## config.mk

```make
export PLATFORM = sky130hd
export DESIGN_NAME = negative_threshold_zone_tracker_flat
export DESIGN_NICKNAME = d
export VERILOG_FILES = /design/src/rtl/negative_threshold_zone_tracker_pkg.sv /design/src/rtl/negative_threshold_zone_tracker_if.sv /design/src/rtl/negative_threshold_zone_tracker_event_reg.sv /design/src/rtl/negative_threshold_zone_tracker.sv /design/src/flat_wrapper.sv
export SDC_FILE = /design/constraint.sdc
export NUM_CORES = 1
export LEC_CHECK = 0
export BUFFER_PORTS_ARGS = -buffer_cell sky130_fd_sc_hd__buf_2
export CAP_MARGIN = 20
export CORE_UTILIZATION = 35
export DETAILED_ROUTE_END_ITERATION = 12
export GPL_ROUTABILITY_DRIVEN = 1
export PLACE_DENSITY = 0.55
export REMOVE_ABC_BUFFERS = 1
export SYNTH_ARGS = -nofsm -noshare
export SYNTH_HDL_FRONTEND = slang
export SYNTH_SLANG_ARGS = --single-unit
```

## constraint.sdc

```tcl
create_clock -name clk -period 5 [get_ports clk]
set_input_delay 0.25 -clock clk [delete_from_list [all_inputs] [get_ports clk]]
set_output_delay 0.25 -clock clk [all_outputs]
set_load 0.03 [all_outputs]
```

## src/rtl/negative_threshold_zone_tracker_pkg.sv

```systemverilog
// ============================================================================
// Module : negative_threshold_zone_tracker_pkg
// Brief  : Zone type, zone codes and comparator-flag decode shared by the tracker.
// Rev    : 1.0  initial release
// ============================================================================
`default_nettype none

package negative_threshold_zone_tracker_pkg;

  typedef logic [1:0] zone_t;

  localparam zone_t ZONE_LOW     = 2'd0;
  localparam zone_t ZONE_MID     = 2'd1;
  localparam zone_t ZONE_HIGH    = 2'd2;
  localparam zone_t ZONE_UNKNOWN = 2'd3;

  typedef struct packed {
    zone_t zone;
    logic  illegal;
  } zone_decode_t;

  // neg50 set without neg100 is physically impossible for a sane comparator pair
  function automatic zone_decode_t decode_flags(input logic over_neg100, input logic over_neg50);
    zone_decode_t d;
    d.illegal = over_neg50 & ~over_neg100;
    case ({over_neg100, over_neg50})
      2'b00:   d.zone = ZONE_LOW;
      2'b10:   d.zone = ZONE_MID;
      2'b11:   d.zone = ZONE_HIGH;
      default: d.zone = ZONE_UNKNOWN;
    endcase
    return d;
  endfunction

endpackage

`default_nettype wire

```

## src/rtl/negative_threshold_zone_tracker_if.sv

```systemverilog
// ============================================================================
// Module : negative_threshold_zone_tracker_if
// Brief  : Comparator-flag input and zone/event output bundle of the tracker.
// Rev    : 1.0  initial release
// ============================================================================
`default_nettype none

interface negative_threshold_zone_tracker_if #(
  parameter int CNT_W = 16
);
  import negative_threshold_zone_tracker_pkg::*;

  logic             sample_valid;
  logic             data_over_neg100;
  logic             data_over_neg50;
  zone_t            zone;
  logic             evt_valid;
  logic             evt_ready;
  zone_t            evt_from;
  zone_t            evt_to;
  logic [CNT_W-1:0] transition_count;
  logic             err_illegal;
  logic             evt_overflow;

  modport master (
    output sample_valid, data_over_neg100, data_over_neg50, evt_ready,
    input  zone, evt_valid, evt_from, evt_to, transition_count, err_illegal, evt_overflow
  );

  modport slave (
    input  sample_valid, data_over_neg100, data_over_neg50, evt_ready,
    output zone, evt_valid, evt_from, evt_to, transition_count, err_illegal, evt_overflow
  );

endinterface

`default_nettype wire

```

## src/rtl/negative_threshold_zone_tracker_event_reg.sv

```systemverilog
// ============================================================================
// Module : zone_event_reg
// Brief  : One-deep valid/ready holding register for zone-change events.
// Rev    : 1.0  initial release
// ============================================================================
`default_nettype none

module zone_event_reg
  import negative_threshold_zone_tracker_pkg::*;
(
  input  wire   clk,
  input  wire   rst_n,
  input  wire   i_load,
  input  zone_t i_from,
  input  zone_t i_to,
  input  wire   i_ready,
  output logic  o_valid,
  output zone_t o_from,
  output zone_t o_to,
  output logic  o_overflow
);

  logic  r_valid;
  zone_t r_from;
  zone_t r_to;
  logic  r_overflow;
  logic  w_accept;

  assign w_accept = r_valid & i_ready;

  always_ff @(posedge clk) begin
    if (!rst_n) begin
      r_valid    <= 1'b0;
      r_from     <= ZONE_LOW;
      r_to       <= ZONE_LOW;
      r_overflow <= 1'b0;
    end else if (i_load) begin
      // a slot freed by this cycle's accept can take the new event directly
      if (!r_valid || w_accept) begin
        r_valid <= 1'b1;
        r_from  <= i_from;
        r_to    <= i_to;
      end else begin
        r_overflow <= 1'b1;
      end
    end else if (w_accept) begin
      r_valid <= 1'b0;
    end
  end

  assign o_valid    = r_valid;
  assign o_from     = r_from;
  assign o_to       = r_to;
  assign o_overflow = r_overflow;

endmodule

`default_nettype wire

```

## src/rtl/negative_threshold_zone_tracker.sv

```systemverilog
// ============================================================================
// Module : negative_threshold_zone_tracker
// Brief  : Debounced LOW/MID/HIGH zone tracker with event output and counters.
// Rev    : 1.0  initial release
// ============================================================================
`default_nettype none

module negative_threshold_zone_tracker
  import negative_threshold_zone_tracker_pkg::*;
#(
  parameter int DEBOUNCE = 4,
  parameter int CNT_W    = 16
) (
  input  wire clk,
  input  wire rst_n,
  negative_threshold_zone_tracker_if.slave bus
);

  localparam logic [7:0]       c_debounce = 8'(DEBOUNCE);
  localparam logic [CNT_W-1:0] c_cnt_max  = '1;

  zone_t            r_zone;
  zone_t            r_cand;
  logic [7:0]       r_run;
  logic [CNT_W-1:0] r_count;
  logic             r_err;

  zone_decode_t     w_dec;
  zone_t            w_cand_next;
  logic [7:0]       w_run_next;
  logic             w_commit;

  always_comb begin
    w_dec       = decode_flags(bus.data_over_neg100, bus.data_over_neg50);
    w_cand_next = r_cand;
    w_run_next  = r_run;
    w_commit    = 1'b0;
    if (bus.sample_valid) begin
      if (w_dec.illegal) begin
        w_cand_next = ZONE_UNKNOWN;
        w_run_next  = 8'd0;
      end else if (w_dec.zone == r_zone) begin
        w_cand_next = r_zone;
        w_run_next  = 8'd0;
      end else begin
        if (w_dec.zone == r_cand) begin
          w_run_next = r_run + 8'd1;
        end else begin
          w_cand_next = w_dec.zone;
          w_run_next  = 8'd1;
        end
        if (w_run_next == c_debounce) begin
          w_commit   = 1'b1;
          w_run_next = 8'd0;
        end
      end
    end
  end

  always_ff @(posedge clk) begin
    if (!rst_n) begin
      r_zone  <= ZONE_UNKNOWN;
      r_cand  <= ZONE_UNKNOWN;
      r_run   <= 8'd0;
      r_count <= '0;
      r_err   <= 1'b0;
    end else begin
      r_cand <= w_cand_next;
      r_run  <= w_run_next;
      if (bus.sample_valid && w_dec.illegal) begin
        r_err <= 1'b1;
      end
      if (w_commit) begin
        r_zone <= w_dec.zone;
        // the initial lock-in from UNKNOWN is not a transition
        if (r_zone != ZONE_UNKNOWN && r_count != c_cnt_max) begin
          r_count <= r_count + 1'b1;
        end
      end
    end
  end

  zone_event_reg u_event_reg (
    .clk        (clk),
    .rst_n      (rst_n),
    .i_load     (w_commit),
    .i_from     (r_zone),
    .i_to       (w_dec.zone),
    .i_ready    (bus.evt_ready),
    .o_valid    (bus.evt_valid),
    .o_from     (bus.evt_from),
    .o_to       (bus.evt_to),
    .o_overflow (bus.evt_overflow)
  );

  assign bus.zone             = r_zone;
  assign bus.transition_count = r_count;
  assign bus.err_illegal      = r_err;

endmodule

`default_nettype wire

```

## src/flat_wrapper.sv

```systemverilog
// flat-port wrapper written by rule: the top's interface ports become plain ports
module negative_threshold_zone_tracker_flat import negative_threshold_zone_tracker_pkg::*;
#(
  parameter int DEBOUNCE = 4,
  parameter int CNT_W    = 16
)
  (clk, rst_n, bus_sample_valid, bus_data_over_neg100, bus_data_over_neg50, bus_evt_ready, bus_zone, bus_evt_valid, bus_evt_from, bus_evt_to, bus_transition_count, bus_err_illegal, bus_evt_overflow);
  negative_threshold_zone_tracker_if #(.CNT_W(CNT_W)) bus_i ();
  input  wire clk;
  input  wire rst_n;
  input wire logic [$bits(bus_i.sample_valid)-1:0] bus_sample_valid;
  input wire logic [$bits(bus_i.data_over_neg100)-1:0] bus_data_over_neg100;
  input wire logic [$bits(bus_i.data_over_neg50)-1:0] bus_data_over_neg50;
  input wire logic [$bits(bus_i.evt_ready)-1:0] bus_evt_ready;
  output wire logic [$bits(bus_i.zone)-1:0] bus_zone;
  output wire logic [$bits(bus_i.evt_valid)-1:0] bus_evt_valid;
  output wire logic [$bits(bus_i.evt_from)-1:0] bus_evt_from;
  output wire logic [$bits(bus_i.evt_to)-1:0] bus_evt_to;
  output wire logic [$bits(bus_i.transition_count)-1:0] bus_transition_count;
  output wire logic [$bits(bus_i.err_illegal)-1:0] bus_err_illegal;
  output wire logic [$bits(bus_i.evt_overflow)-1:0] bus_evt_overflow;
  assign bus_i.sample_valid = bus_sample_valid;
  assign bus_i.data_over_neg100 = bus_data_over_neg100;
  assign bus_i.data_over_neg50 = bus_data_over_neg50;
  assign bus_i.evt_ready = bus_evt_ready;
  assign bus_zone = bus_i.zone;
  assign bus_evt_valid = bus_i.evt_valid;
  assign bus_evt_from = bus_i.evt_from;
  assign bus_evt_to = bus_i.evt_to;
  assign bus_transition_count = bus_i.transition_count;
  assign bus_err_illegal = bus_i.err_illegal;
  assign bus_evt_overflow = bus_i.evt_overflow;
  negative_threshold_zone_tracker #(.DEBOUNCE(DEBOUNCE), .CNT_W(CNT_W)) u_core (.clk(clk), .rst_n(rst_n), .bus(bus_i));
endmodule
```

======== Yosys cells after proc, flatten, opt, wreduce, memory -nomap -nowiden ========
Index checks and enable logic that the tools add are counted.
Widths: inputs -> output; s select.
storage, ports and cells
  flip-flop bits (word level) ............. 35
  input bits .............................. 6
  output and inout port bits .............. 25
  logic and storage cells ................. 53
operators by class
  add/sub/neg operators ................... 2
  equality and inequality tests ........... 9
  multiplexer cells ....................... 18
  bitwise logic cells ..................... 4
  reduce and logical (&&, ||, !) cells .... 11
operators by type and width
  operator               number
  $mux 8                 7
  $add 16x1->16 const B  1
  $ne 16x16->1 const B   1
  $reduce_and 2->1       5
  $add 8x1->8 const B    1
  $eq 8x3->1 const B     1
  $mux 1                 7
  $mux 2                 3
  $pmux 2 s3             1
  $eq 2x2->1             2
  $eq 2x2->1 const B     2
  $ne 3x1->1 const B     1
  $and 1x1->1            2
  $logic_and 1x1->1      2
  $logic_not 2->1        1
  $ne 2x1->1 const B     1
  $ne 2x2->1 const B     1
  $not 1->1              2
  $reduce_bool 2->1      1
  $logic_not 1->1        1
  $logic_or 1x1->1       1

======== Depth between registers and ports, before layout ========
  depth after elaboration ................. 14
  mapped depth ............................ 10
  mapped depth without buffers ............ 8

======== Hierarchy ========
Synthesis repeated with hierarchy kept, for this count alone.
second synthesis, totals
  cells, all modules ...................... 229
  area total of the unflattened synthesis .. 1884.3 sq um
modules (own cells, without submodules)
  module                           instances  cells an instance  area an instance (sq um)  seq. area each (sq um)
  negative_threshold_zone_tracker  1          204                1636.6                    580.6
  zone_event_reg                   1          25                 247.7                     120.1

======== Worst setup path before layout ========
OpenSTA, ideal clock, no wires.
  kind .................................... flip-flop to flip-flop
  start point ............................. register u_core.r_run[0]
  end point ............................... register u_core.r_count[0] (netlist: u_core.bus.transition_count[0])
  setup time .............................. 0.128 ns
  arrival ................................. 2.121 ns
  required time ........................... 4.872 ns
  slack ................................... 2.752 ns
  stages on the path, launching flop included .. 11
  buffers on the path ..................... 3
  clock period less this slack ............ 2.248 ns
  cells stage by stage .................... dfxtp_1 > ha_1 > clkbuf_2 > and3_1 > o2111a_1 > o2111a_2 > o2111ai_2 > clkbuf_1 > buf_2 > xor2_1 > nor2_1
between the ends
  longest elaborated chain between the ends .. 11
ends and longest elaborated chain
  what                               line                                   text
  from (decl)                        negative_threshold_zone_tracker.sv:24  logic [7:0] r_run;
  from (signal assigned)             negative_threshold_zone_tracker.sv:69  r_run <= w_run_next;
  $add 8x1->8                        negative_threshold_zone_tracker.sv:47  w_run_next = r_run + 8'd1;
  $mux 8                             negative_threshold_zone_tracker.sv:46  if (w_dec.zone == r_cand) begin
  $mux 8                             negative_threshold_zone_tracker.sv:42  end else if (w_dec.zone == r_zone) begin
  $mux 8                             negative_threshold_zone_tracker.sv:39  if (w_dec.illegal) begin
  $mux 8                             negative_threshold_zone_tracker.sv:38  if (bus.sample_valid) begin
  $eq 8x3->1                         negative_threshold_zone_tracker.sv:52  if (w_run_next == c_debounce) begin
  $mux 1                             negative_threshold_zone_tracker.sv:52
  $mux 1                             negative_threshold_zone_tracker.sv:42
  $mux 1                             negative_threshold_zone_tracker.sv:39
  $mux 1                             negative_threshold_zone_tracker.sv:38
  $reduce_and 2->1 (no source line)  n/a
  to (signal assigned)               negative_threshold_zone_tracker.sv:77  r_count <= r_count + 1'b1;
  to (decl)                          negative_threshold_zone_tracker.sv:25  logic [CNT_W-1:0] r_count;
Every way passes these cells. The select of a mux whose other input is x is not followed.
A chain may end at the register's enable or synchronous reset.

======== Final worst setup path ========
  start point ............................. register u_core.r_run[0]
  end point ............................... register u_core.r_count[7] (netlist: u_core.bus.transition_count[7])
The elaborated chain is that of the path after synthesis.

==> results.yml <==
synthesis:
  async_reset_ff_share_pct: 0
  ys_seq_elements: 35
  syn_area_mm2: 0.00179
  synth-main-ff-cell: "dfxtp_1"
  avgSynthCellArea_um2: 8.18
  yosysSeqAreaShare_pct: 39.1
  synth_cell_types: 39
  synth-edff-count: 0
  synthCells: 219
  yosysWarnings: 0
timing:
  timing.setup.tns_ns: 0
  slew_violations: 0
  relSlewSlack_pct: 66.7
  post-route-period-util_pct: 49.7
  fin_worst_skew_ns: 0.00473
  worst_pin_slew_ns: 0.497
  setup_violations: 0
  post-route-min-period_ns: 2.49
  rsz0062_at_grt: "no"
  timing.fmax_mhz: 402
  hold_viol: 0
placement:
  io_buffers: 30
  gp_congestion: 0.778
  dp_hpwl_um: 2780
  dp_cells: 307
clock_tree:
  post_cts_resized: 0
  clock_path_buffers: 2
  cts_htree_levels: 2
  post_cts_buffers: 0
  holdBufCountCts: 0
  clkTransAtPathRegs_ns: 0.07
  insertion_delay_ns: 0.28
  cts-root-buf: "clkbuf_8"
  tritoncts: "done"
  cts_sinks: 35
  cts_buffers: 5
power:
  p_total_mw: 0.517
  ir_drop_mv: 0.123
  cellLeakagePower_nw: 0.792
  powerDensity_mw_per_mm2: 248
finish:
  multiInputGateArea_mm2: 0.00103
  mostFrequentLayoutCell: "dfxtp_1"
  nNetsFinal: 258
  final_layout_size_suffix_gt1_share_pct: 17.7
  stdcell_count: 316
  diodes: 0
  fillers: 513
  seq_area_um2: 701
  final_cell_mix: "dfxtp_1, buf_2, a21oi_1"
  area_delta_synth_final_pct: 16.5
detailed_routing:
  via_per_inst: 5.40
  drtPass1Iterations: 4
  vias: 1706
  drtIter0Drc: 81
  routedWlPerCell_um: 12.9
  wl_um: 4070
  antenna_left: 0
  drc_errors: 0
outcome:
  status: "complete, no violations"
flow_run:
  cap_violations: 0
floorplanning:
  core_mm2: 0.00482
  die_x_um: 73.5
  die_y_um: 73.5
  ios: 31
  die_area_mm2: 0.00541
  start_util_pct: 37.2
  num_rows: 25
global_routing:
  grt_antenna_before_repair: 0
  overflow: 0
  grt_pass1_vias: 1415
  grt_pass1_wl_um: 6930
  grt_max_degree: 32
  grt_usage_pct: 16.7
critical_path:
  cp-end-kind: "register"
  cp_cell_sequence: "ha_1 > xnor2_1 > nor3b_1 > o2111a_2 > o2111ai_2 > buf_8 > or4_1 > a21oi_1"
  cp-start-kind: "register"
  crit_arrival_ns: 2.70
  criticalPathCategory: "reg -> reg"
  slowest_stage: "or4_1"
  crit_fanout: 30
  critPathRequiredTime_ns: 5.22
  slowest_delay_ns: 0.47
worst_hold_path:
  hp-class: "in -> reg"
[sequential cells by signal, indices dropped and copies added (netlist names)]
name                           count
u_core.bus.err_illegal             1
u_core.bus.transition_count       16
u_core.bus.zone                    2
u_core.r_cand                      2
u_core.r_run                       8
u_core.u_event_reg.o_from          2
u_core.u_event_reg.o_overflow      1
u_core.u_event_reg.o_to            2
u_core.u_event_reg.o_valid         1
[through the flow]
| stage | util, % | instance area [µm²] | hold slack [ns] | setup slack (ns) |
|---|---|---|---|---|
| after floorplan | - | 1750 | 0.326 | 2.55 |
| after global placement | 41.3 | 1990 | 0.445 | 2.12 |
| after detailed placement | 41.3 | 1990 | 0.446 | 2.06 |
| after CTS | 43.0 | 2070 | 0.241 | 2.11 |
| after global routing | 43.3 | 2090 | 0.247 | 2.31 |
| final | 43.3 | 2090 | 0.243 | 2.51 |
[cell families (layout without fill, tap and decap cells)]
logic type | count (synthesis) | in the layout | share of synthesized area (%)
xor+xnor | 6 | 6 | 2.94
flops | 35 | 35 | 39.1
simple gates | 95 | 95 | 28.4
compound gates | 61 | 61 | 21.6
buf+inv | 15 | 45 | 3.42
mux | 3 | 3 | 1.68
fa+ha+maj | 4 | 4 | 2.80
[worst paths after layout]
path	from	cells past startpoint	end	slack, ns
max	u_core.r_run[0]	8	u_core.bus.transition_count[7]	2.51
max reg2reg	u_core.r_run[0]	8	u_core.bus.transition_count[7]	2.51
min	rst_n	2	u_core.r_cand[1]	0.24
min reg2reg	u_core.u_event_reg.o_overflow	2	u_core.u_event_reg.o_overflow	0.47
[synth_stat cells, types with 2 or more instances]
library cell | number | area, µm²
ha_1 | 4 | 50.1
or4_1 | 6 | 45.0
o211ai_1 | 2 | 15.0
o31ai_1 | 6 | 45.0
nor3_1 | 8 | 40.0
clkbuf_2 | 2 | 10.0
inv_1 | 5 | 18.8
o21ai_0 | 15 | 75.1
xor2_1 | 3 | 26.3
nand4_1 | 5 | 31.3
or3_1 | 9 | 56.3
nand3_1 | 12 | 60.1
mux2i_1 | 3 | 30.0
a21oi_1 | 29 | 145
nand2b_1 | 5 | 31.3
xnor2_1 | 3 | 26.3
clkbuf_1 | 6 | 22.5
dfxtp_1 | 35 | 701
buf_2 | 2 | 10.0
nor3b_1 | 3 | 22.5
nor2_1 | 19 | 71.3
and4_1 | 3 | 26.3
and3_1 | 3 | 18.8
nand2_1 | 16 | 60.1
[critical path, delay by kind of cell, from the launching register on]
kind / cells / cell delay [ns]
xor+xnor: 1 / 0.10
compound gates: 3 / 0.61
flops: 1 / 0.44
fa+ha+maj: 1 / 0.34
buf+inv: 1 / 0.21
simple gates: 2 / 0.71
[layer usage]
metal  GRT usage [%]  vias to the layer above  wire [µm]
li1                -                      866          -
met1            23.2                      800       2070
met2            24.7                       38       1810
met3            4.53                        2        171
met4            5.77                        0         25
met5               0                        -          0
[report_power, final]
part	internal, mW	switching, mW	leakage, nW
logic	0.0118	0.0257	0.467
registers	0.281	0.00227	0.283
clock network	0.0977	0.0987	0.0422
total	0.391	0.127	0.792
[cell type report]
type,count,share of cell area (%)
multi-input combinational,169,49.3
sequential,35,33.6
timing repair buffer,32,8.28
tap,67,4.02
clock buffer,7,3.66
inverter,5,0.900
clock inverter,1,0.240
Note: power is estimated with default switching activity, not from simulation.
